[config.mk]
export PLATFORM = sky130hd
export DESIGN_NAME = div_unit
export DESIGN_NICKNAME = d
export VERILOG_FILES = /design/src/rtl/div_unit_pkg.sv /design/src/rtl/div_step.sv /design/src/rtl/div_unit.sv
export SDC_FILE = /design/constraint.sdc
export NUM_CORES = 1
export LEC_CHECK = 0
export CORE_ASPECT_RATIO = 0.75
export CORE_MARGIN = 10
export CORE_UTILIZATION = 55
export DETAILED_ROUTE_END_ITERATION = 12
export GPL_TIMING_DRIVEN = 0
export PLACE_DENSITY = 0.78
export SLEW_MARGIN = 20
export SYNTH_ARGS = -nofsm -noshare
export SYNTH_HDL_FRONTEND = slang
export SYNTH_SLANG_ARGS = --single-unit
[constraint.sdc]
create_clock -name clk -period 5.74 [get_ports clk]
set_clock_uncertainty 0.15 [all_clocks]
set_input_delay 1.435 -clock clk [delete_from_list [all_inputs] [get_ports clk]]
set_output_delay 1.435 -clock clk [all_outputs]
set_load 0.05 [all_outputs]
[src/rtl/div_unit_pkg.sv]
// Shared constants and types for the multi-cycle divider: state encoding,
// iteration count and datapath width.
package div_unit_pkg;

    localparam int unsigned DATA_W   = 32;
    localparam int unsigned DIV_ITER = 32;
    localparam int unsigned CNT_W    = 6;

    localparam logic [1:0] DIV_FREE   = 2'b00;
    localparam logic [1:0] DIV_BYZERO = 2'b01;
    localparam logic [1:0] DIV_ON     = 2'b10;
    localparam logic [1:0] DIV_END    = 2'b11;

    typedef enum logic [1:0] {
        ST_FREE   = DIV_FREE,
        ST_BYZERO = DIV_BYZERO,
        ST_ON     = DIV_ON,
        ST_END    = DIV_END
    } div_state_e;

    // Two's-complement negate when n is set.
    function automatic logic [DATA_W-1:0] neg_if(input logic n, input logic [DATA_W-1:0] x);
        return n ? (~x + DATA_W'(1)) : x;
    endfunction

endpackage

[src/rtl/div_step.sv]
// One restoring radix-2 divide iteration: shift in a dividend bit, trial
// subtract the divisor magnitude, keep the difference when there is no borrow.
module div_step
    import div_unit_pkg::*;
(
    input  logic [DATA_W-1:0] rem,
    input  logic              bit_in,
    input  logic [DATA_W-1:0] divisor,
    output logic [DATA_W-1:0] rem_next_c,
    output logic              q_bit_c
);

    logic [DATA_W:0] partial;
    logic [DATA_W:0] trial;
    logic            borrow;

    // A set top bit in partial means it already exceeds any 32-bit divisor.
    always_comb begin
        partial    = {rem, bit_in};
        trial      = partial - {1'b0, divisor};
        borrow     = ~partial[DATA_W] & trial[DATA_W];
        q_bit_c    = ~borrow;
        rem_next_c = borrow ? partial[DATA_W-1:0] : trial[DATA_W-1:0];
    end

endmodule

[src/rtl/div_unit.sv]
// 32-iteration restoring divider for DIV/DIVU; result = {remainder, quotient}.
// Optional macro DIV_BYZERO_EN: zero divisor short-cuts to a zero result.
module div_unit
    import div_unit_pkg::*;
(
    input  logic        clk,
    input  logic        rst,
    input  logic        signed_div_i,
    input  logic [31:0] opdata1_i,
    input  logic [31:0] opdata2_i,
    input  logic        start_i,
    input  logic        annul_i,
    output logic [63:0] result_o,
    output logic        ready_o
);

    div_state_e        state;
    logic [CNT_W-1:0]  cnt;
    logic [DATA_W-1:0] dividend;
    logic [DATA_W-1:0] divisor;
    logic [DATA_W-1:0] rem;
    logic              neg_q;
    logic              neg_r;

    logic [DATA_W-1:0] rem_next_c;
    logic              q_bit_c;
    logic [DATA_W-1:0] quot_next_c;

    div_step u_step (
        .rem        (rem),
        .bit_in     (dividend[DATA_W-1]),
        .divisor    (divisor),
        .rem_next_c (rem_next_c),
        .q_bit_c    (q_bit_c)
    );

    // Dividend shifts out MSB-first while quotient bits shift in at the LSB.
    assign quot_next_c = {dividend[DATA_W-2:0], q_bit_c};

    always_ff @(posedge clk) begin
        if (rst) begin
            state    <= ST_FREE;
            cnt      <= '0;
            dividend <= '0;
            divisor  <= '0;
            rem      <= '0;
            neg_q    <= 1'b0;
            neg_r    <= 1'b0;
            result_o <= '0;
            ready_o  <= 1'b0;
        end else begin
            case (state)
                ST_FREE: begin
                    ready_o  <= 1'b0;
                    result_o <= '0;
                    cnt      <= '0;
                    if (start_i && !annul_i) begin
                        dividend <= neg_if(signed_div_i & opdata1_i[31], opdata1_i);
                        divisor  <= neg_if(signed_div_i & opdata2_i[31], opdata2_i);
                        rem      <= '0;
                        neg_q    <= signed_div_i & (opdata1_i[31] ^ opdata2_i[31]);
                        neg_r    <= signed_div_i & opdata1_i[31];
`ifdef DIV_BYZERO_EN
                        state    <= (opdata2_i == '0) ? ST_BYZERO : ST_ON;
`else
                        state    <= ST_ON;
`endif
                    end
                end
`ifdef DIV_BYZERO_EN
                ST_BYZERO: begin
                    result_o <= '0;
                    if (annul_i) begin
                        state   <= ST_FREE;
                        ready_o <= 1'b0;
                    end else begin
                        state   <= ST_END;
                        ready_o <= 1'b1;
                    end
                end
`endif
                ST_ON: begin
                    if (annul_i) begin
                        state    <= ST_FREE;
                        cnt      <= '0;
                        ready_o  <= 1'b0;
                        result_o <= '0;
                    end else begin
                        rem      <= rem_next_c;
                        dividend <= quot_next_c;
                        cnt      <= cnt + CNT_W'(1);
                        if (cnt == CNT_W'(DIV_ITER - 1)) begin
                            state    <= ST_END;
                            ready_o  <= 1'b1;
                            result_o <= {neg_if(neg_r, rem_next_c), neg_if(neg_q, quot_next_c)};
                        end
                    end
                end
                ST_END: begin
                    if (annul_i || !start_i) begin
                        state    <= ST_FREE;
                        cnt      <= '0;
                        ready_o  <= 1'b0;
                        result_o <= '0;
                    end
                end
                default: begin
                    state    <= ST_FREE;
                    cnt      <= '0;
                    ready_o  <= 1'b0;
                    result_o <= '0;
                end
            endcase
        end
    end

endmodule

# ---- Word level (Yosys, flattened, before mapping)
# Index checks and enable logic that the tools add are counted.
dict set report totals {
  reg_bits 171
  in_bits 69
  output_inout_bits 65
  word_cells 70
}
dict set report classes {
  addsub 6
  eq_ne 7
  muxes 27
  bitwise 11
  reduce_logical 10
}
# op n
set op_table {}
lappend op_table {{$mux 32} 9}
lappend op_table {{$mux 64} 3}
lappend op_table {{$add 32x1->32 const B} 4}
lappend op_table {{$not 32->32} 4}
lappend op_table {{$pmux 32 s2} 2}
lappend op_table {{$pmux 64 s2} 1}
lappend op_table {{$sub 33x32->33} 1}
lappend op_table {{$mux 6} 2}
lappend op_table {{$pmux 6 s2} 1}
lappend op_table {{$mux 2} 4}
lappend op_table {{$add 6x1->6 const B} 1}
lappend op_table {{$eq 6x5->1 const B} 1}
lappend op_table {{$ne 2x2->1 const B} 3}
lappend op_table {{$pmux 2 s3} 1}
lappend op_table {{$reduce_and 3->1} 2}
lappend op_table {{$and 1x1->1} 4}
lappend op_table {{$eq 2x2->1 const B} 2}
lappend op_table {{$reduce_and 2->1} 2}
lappend op_table {{$mux 1} 3}
lappend op_table {{$ne 3x3->1 const B} 1}
lappend op_table {{$logic_not 1->1} 2}
lappend op_table {{$logic_not 2->1} 1}
lappend op_table {{$not 1->1} 2}
lappend op_table {{$pmux 1 s2} 1}
lappend op_table {{4 further kinds} 4}

# ---- Logic depth before layout (Yosys ltp)
dict set report logic_depth {
  depth_word 9
  depth_mapped 23
  ltp_nobuf 20
}

# ---- Cells and area by module
# From an unflattened synthesis, not the netlist that was laid out.
dict set report unflattened {
  hier_cells 1477
  area_unflattened_um2 11355.9
}
# mod n_inst cells_each area_each_um2 seq_area_each_um2
set modules_own_cells {}
lappend modules_own_cells {div_unit 1 1125 9106.2 3423.3}
lappend modules_own_cells {div_step 1 352 2249.7 0.0}

# ---- Worst setup path before layout
# OpenSTA, ideal clock, no wires.
dict set report synth_path {
  kind {reg2reg}
  from {reg dividend[31]}
  to {reg result_o[58]}
  setup_time_ns 0.127
  arrival_time_ns 4.851
  required_time_ns 5.463
  path_slack_ns 0.613
  stages_incl_launch_ff 22
  path_cell_list {dfxtp_1 inv_1 ha_1 fa_1 nand2b_1 a211oi_1 o211a_1 nand4_1 nand3_2 buf_1 clkbuf_1 clkbuf_1 a21oi_1 inv_1 ha_1 nand2_1 or2_2 o32a_1 or2_0 o41ai_1 xor2_1 o21ai_1}
}
dict set report synth_via {
  elab_chain_len 9
}
# item line
set synth_lines {}
lappend synth_lines {{start: declaration} div_unit.sv:19} ;# logic [DATA_W-1:0] dividend;
lappend synth_lines {{start signal: assignment} div_unit.sv:58} ;# dividend <= neg_if(signed_div_i & opdata1_i[31], opdata1_i);
lappend synth_lines {{start signal: assignment} div_unit.sv:90} ;# dividend <= quot_next_c;
lappend synth_lines {{$sub 33x32->33} div_step.sv:20} ;# trial = partial - {1'b0, divisor};
lappend synth_lines {{$and 1x1->1} div_step.sv:21} ;# borrow = ~partial[DATA_W] & trial[DATA_W];
lappend synth_lines {{$mux 32 *} div_step.sv:23} ;# rem_next_c = borrow ? partial[DATA_W-1:0] : trial[DATA_W-1:0];
lappend synth_lines {{$not 32->32} div_unit_pkg.sv:23} ;# return n ? (~x + DATA_W'(1)) : x;
lappend synth_lines {{$add 32x1->32} div_unit_pkg.sv:23}
lappend synth_lines {{$mux 32 *} div_unit_pkg.sv:23}
lappend synth_lines {{$mux 64 *} div_unit.sv:92} ;# if (cnt == CNT_W'(DIV_ITER - 1)) begin
lappend synth_lines {{$mux 64 *} div_unit.sv:83} ;# if (annul_i) begin
lappend synth_lines {{$pmux 64 s2 *} div_unit.sv:52} ;# case (state)
lappend synth_lines {{end signal: assignment} div_unit.sv:95} ;# result_o <= {neg_if(neg_r, rem_next_c), neg_if(neg_q, quot_next_c)};
lappend synth_lines {{end: declaration} div_unit.sv:13} ;# output logic [63:0] result_o,
# Every way passes the cells marked *; elsewhere a longest branch is shown, timed or not. The select of a mux whose other input is x is not followed.
# A chain may end at the register's enable or synchronous reset.

# ---- Worst setup path after layout
# Ends and elaborated chain as after synthesis.

==> run summary <==
The flow ran to the end, and the final reports show no timing, DRC or antenna violations. The number of vias per cell after detailed routing is 6.30. Once layout is done, the placed cells without fillers occupy 0.0139 mm2.

The share of Yosys cell area claimed by the top area cell type came out at 29.6%. The data required time of the worst path is 5.92 ns. The number of instances in the synthesized netlist is 1558.

The number of setup buffers added after CTS came out at 0. For this run, the leading register cell type out of synthesis is dfxtp_1. Headroom to the max-slew limit came out at 34.9%. Of all nets on the critical path, the largest fanout is 19. The mean cell area of the mapped netlist came out at 7.42 um2. The final setup slack of the worst path is 0.265 ns. The area of the die is 0.0273 mm2. The count of endpoints failing setup in the final report is 0.

TritonCTS built the clock tree. The worst ir drop on vdd came out at 0.187 mV. The number of I/O port buffers came out at 132. The worst slack at placement is -1.04 ns. The count of nets left with antenna violations once routing finished came out at 0.

The post-CTS clock slew at the launch and capture registers of the worst setup and hold paths is 0.07 ns. The number of antenna repair diodes is 0. The worst setup path is of the reg2reg kind. By area the synthesized netlist is led by dfxtp_1 (30%), nor2_1 (8.7%), a21oi_1 (5.3%). The average routed wire per standard cell is 20.4 um. Yosys instantiated no cell more often than nor2_1. The total routing resource utilization after global routing came out at 28.5%. Power comes to 3.16 mW. At the end of the flow the core is filled with cells to 68.0%. The register bit count reported by yosys is 171. The summed negative setup slack over all endpoints came out at 0 ns. For this run, the slowest stage of the critical path takes 0.42 ns. The power per unit of standard cell area came out at 228 mW/mm2. The area growth from synthesis to layout came out at 20.1%. The total overflow left after global routing is 0.

Entering global routing, the biggest net connects 20 pins. Cells with a size suffix above 1 make up 4.71% of the layout. The chip height came out at 146 um.

STA classifies the critical path startpoint as a flip-flop. In this run, the number of DRC markers left after iteration 0 of detailed routing was 1721. The maximum buffer depth of the clock tree came out at 2. For the worst-skew pair, the clock arrives at the later sink with an insertion delay of 0.46 ns. The number of iterations in the first detailed-routing pass is 5.

In the routed design, unresolved DRC markers number 0. The total wire length after detailed routing came out at 40900 um. The final weighted congestion in routability-driven placement came out at 0.976. The hold buffer count at cts came out at 0. The floorplan step set the die width to 187 um.

The cell area reported after detailed placement is 0.0133 mm2. The synthesized design spends more area on one cell type than any other, namely dfxtp_1. The fraction of the cycle the final worst path needs is 95.4%. The initial utilization of the core area, before any placement, comes to 56.6%.

STA classifies the critical path endpoint as a flip-flop. The final instance count without filler cells came out at 2002. The maximum level of the CTS H-tree is 4. The number of max-cap violations came out at 0.

The transition at the pin with the smallest max-transition slack is 0.976 ns. The count of vias placed by the detailed router came out at 12613. The sequential share of the synthesized area came out at 29.6%.

In the final design database the tool counted 1814 nets. The cell area after technology mapping came out at 0.0116 mm2. Setup repair after global routing left no endpoint under its margin.

The Yosys step of the flow raised 0 warnings. The number of clock sinks is 171. The smallest hold slack is 0.296 ns. In this run, synthesis inferred 0 flip-flops with an integrated enable.

The arrival time of the worst setup path came out at 5.65 ns. The via count of the first global-routing pass came out at 11208. The wire length of the first global-routing pass is 63500 um. The number of antenna violations at the first check in global routing came out at 1. The largest individual stage delay along the critical path comes from the cell fa_1. The static power due to leakage is 5.15 nW. The critical path goes through inv_1 > ha_1 > fa_1 > nand2b_1 > a211oi_4 > o211a_1 > nand4_1 > nand3_2 > buf_4 > buf_6 > nand2_1 > o21ai_0 > ha_1 > nand2_1 > or2_2 > o32a_1 > or2_0 > o41ai_2 > xor2_1 > o21ai_1. Of all flip-flops after synthesis, the portion carrying an async set or reset was 0%. The row count came out at 45. The count of boundary I/O pins is 134. The clock root buffer master is clkbuf_16. The worst min-delay path category is reg2reg. The minimum period implied by the final worst setup slack is 5.47 ns. The wire-length estimate of the detail-placed layout is 32500 um. The number of failing hold endpoints at the final stage is 0. By count the netlist is led by nor2_1 (268), dfxtp_1 (171), nand2_1 (140). Counting the buffers created by CTS gives 17. The number of placed instances, taps included, is 1974. The net count after synthesis came out at 1665. The max-slew violation total from the final report is 0.

The total area inside the core boundary comes to 0.0204 mm2. The number of distinct library cell variants in the gate-level netlist after synthesis came out at 85. The maximum clock frequency is 183 MHz.
repair_timing:
item                       4_1_cts  5_1_grt
setup endpoints to repair       21       14
resized for setup                8        6
gates cloned                     0        0
layer usage:
metal / part of all wire (%) / vias up / track usage, %
met4: 1.6 / 0 / 6.15
met3: 13 / 60 / 6.74
li1: - / 5906 / -
met1: 46 / 5938 / 43.5
met5: 0 / - / 0
met2: 39 / 709 / 38.8
registers in the layout, summed over array words and instances (netlist names):
| name | flops |
|---|---|
| cnt | 6 |
| dividend | 32 |
| divisor | 32 |
| neg_q | 1 |
| neg_r | 1 |
| ready_o | 1 |
| rem | 32 |
| result_o | 64 |
| state | 2 |
worst paths after layout:
kind	start	end	slack, ns	depth (start not counted)
setup / recovery	dividend[31]	result_o[58]	0.27	20
hold / removal	result_o[61]	result_o[61]	0.30	2
setup reg to reg	dividend[31]	result_o[58]	0.27	20
hold reg to reg	result_o[61]	result_o[61]	0.30	2
cell type report:
cell class / instances / area (um2)
fillers: 1815 / 6540
well taps: 282 / 353
clock buffers: 17 / 425
flip-flops and latches: 171 / 3420
clock inverters: 15 / 176
plain buffers: 91 / 370
repair buffers: 134 / 1340
inverters: 49 / 184
multi-input cells: 1243 / 7630
critical path: cells and delay by family, from the launching register on:
| family | cells | cell delay [ns] |
|---|---|---|
| fa+ha+maj | 3 | 0.96 |
| flops | 1 | 0.36 |
| compound gates | 6 | 1.59 |
| buf+inv | 3 | 0.59 |
| simple gates | 7 | 1.52 |
| xor+xnor | 1 | 0.18 |
where the power goes:
part	leakage (nW)	switching, mW	internal, mW
clock network	0.286	0.591	0.588
registers	1.39	0.0448	1.22
logic	3.47	0.457	0.262
cells in the final DEF (no fill, tap or decap), types with 59 or more instances in the layout:
| cell type | instances |
|---|---|
| a211oi_1 | 59 |
| a21oi_1 | 122 |
| clkbuf_1 | 74 |
| clkdlybuf4s50_1 | 132 |
| dfxtp_1 | 171 |
| nand2_1 | 140 |
| nor2_1 | 268 |
| o21ai_0 | 75 |
| xnor2_1 | 69 |
cells by family after synthesis:
logic type / synth area share [%]
buffers and inverters: 4.76
AND/OR/NAND/NOR: 23.5
adder cells (fa/ha/maj): 4.18
AO/OA/AOI/OAI: 27.2
multiplexers: 1.32
XOR/XNOR: 9.47
flip-flops: 29.6
Note: power is estimated with default switching activity, not from simulation.
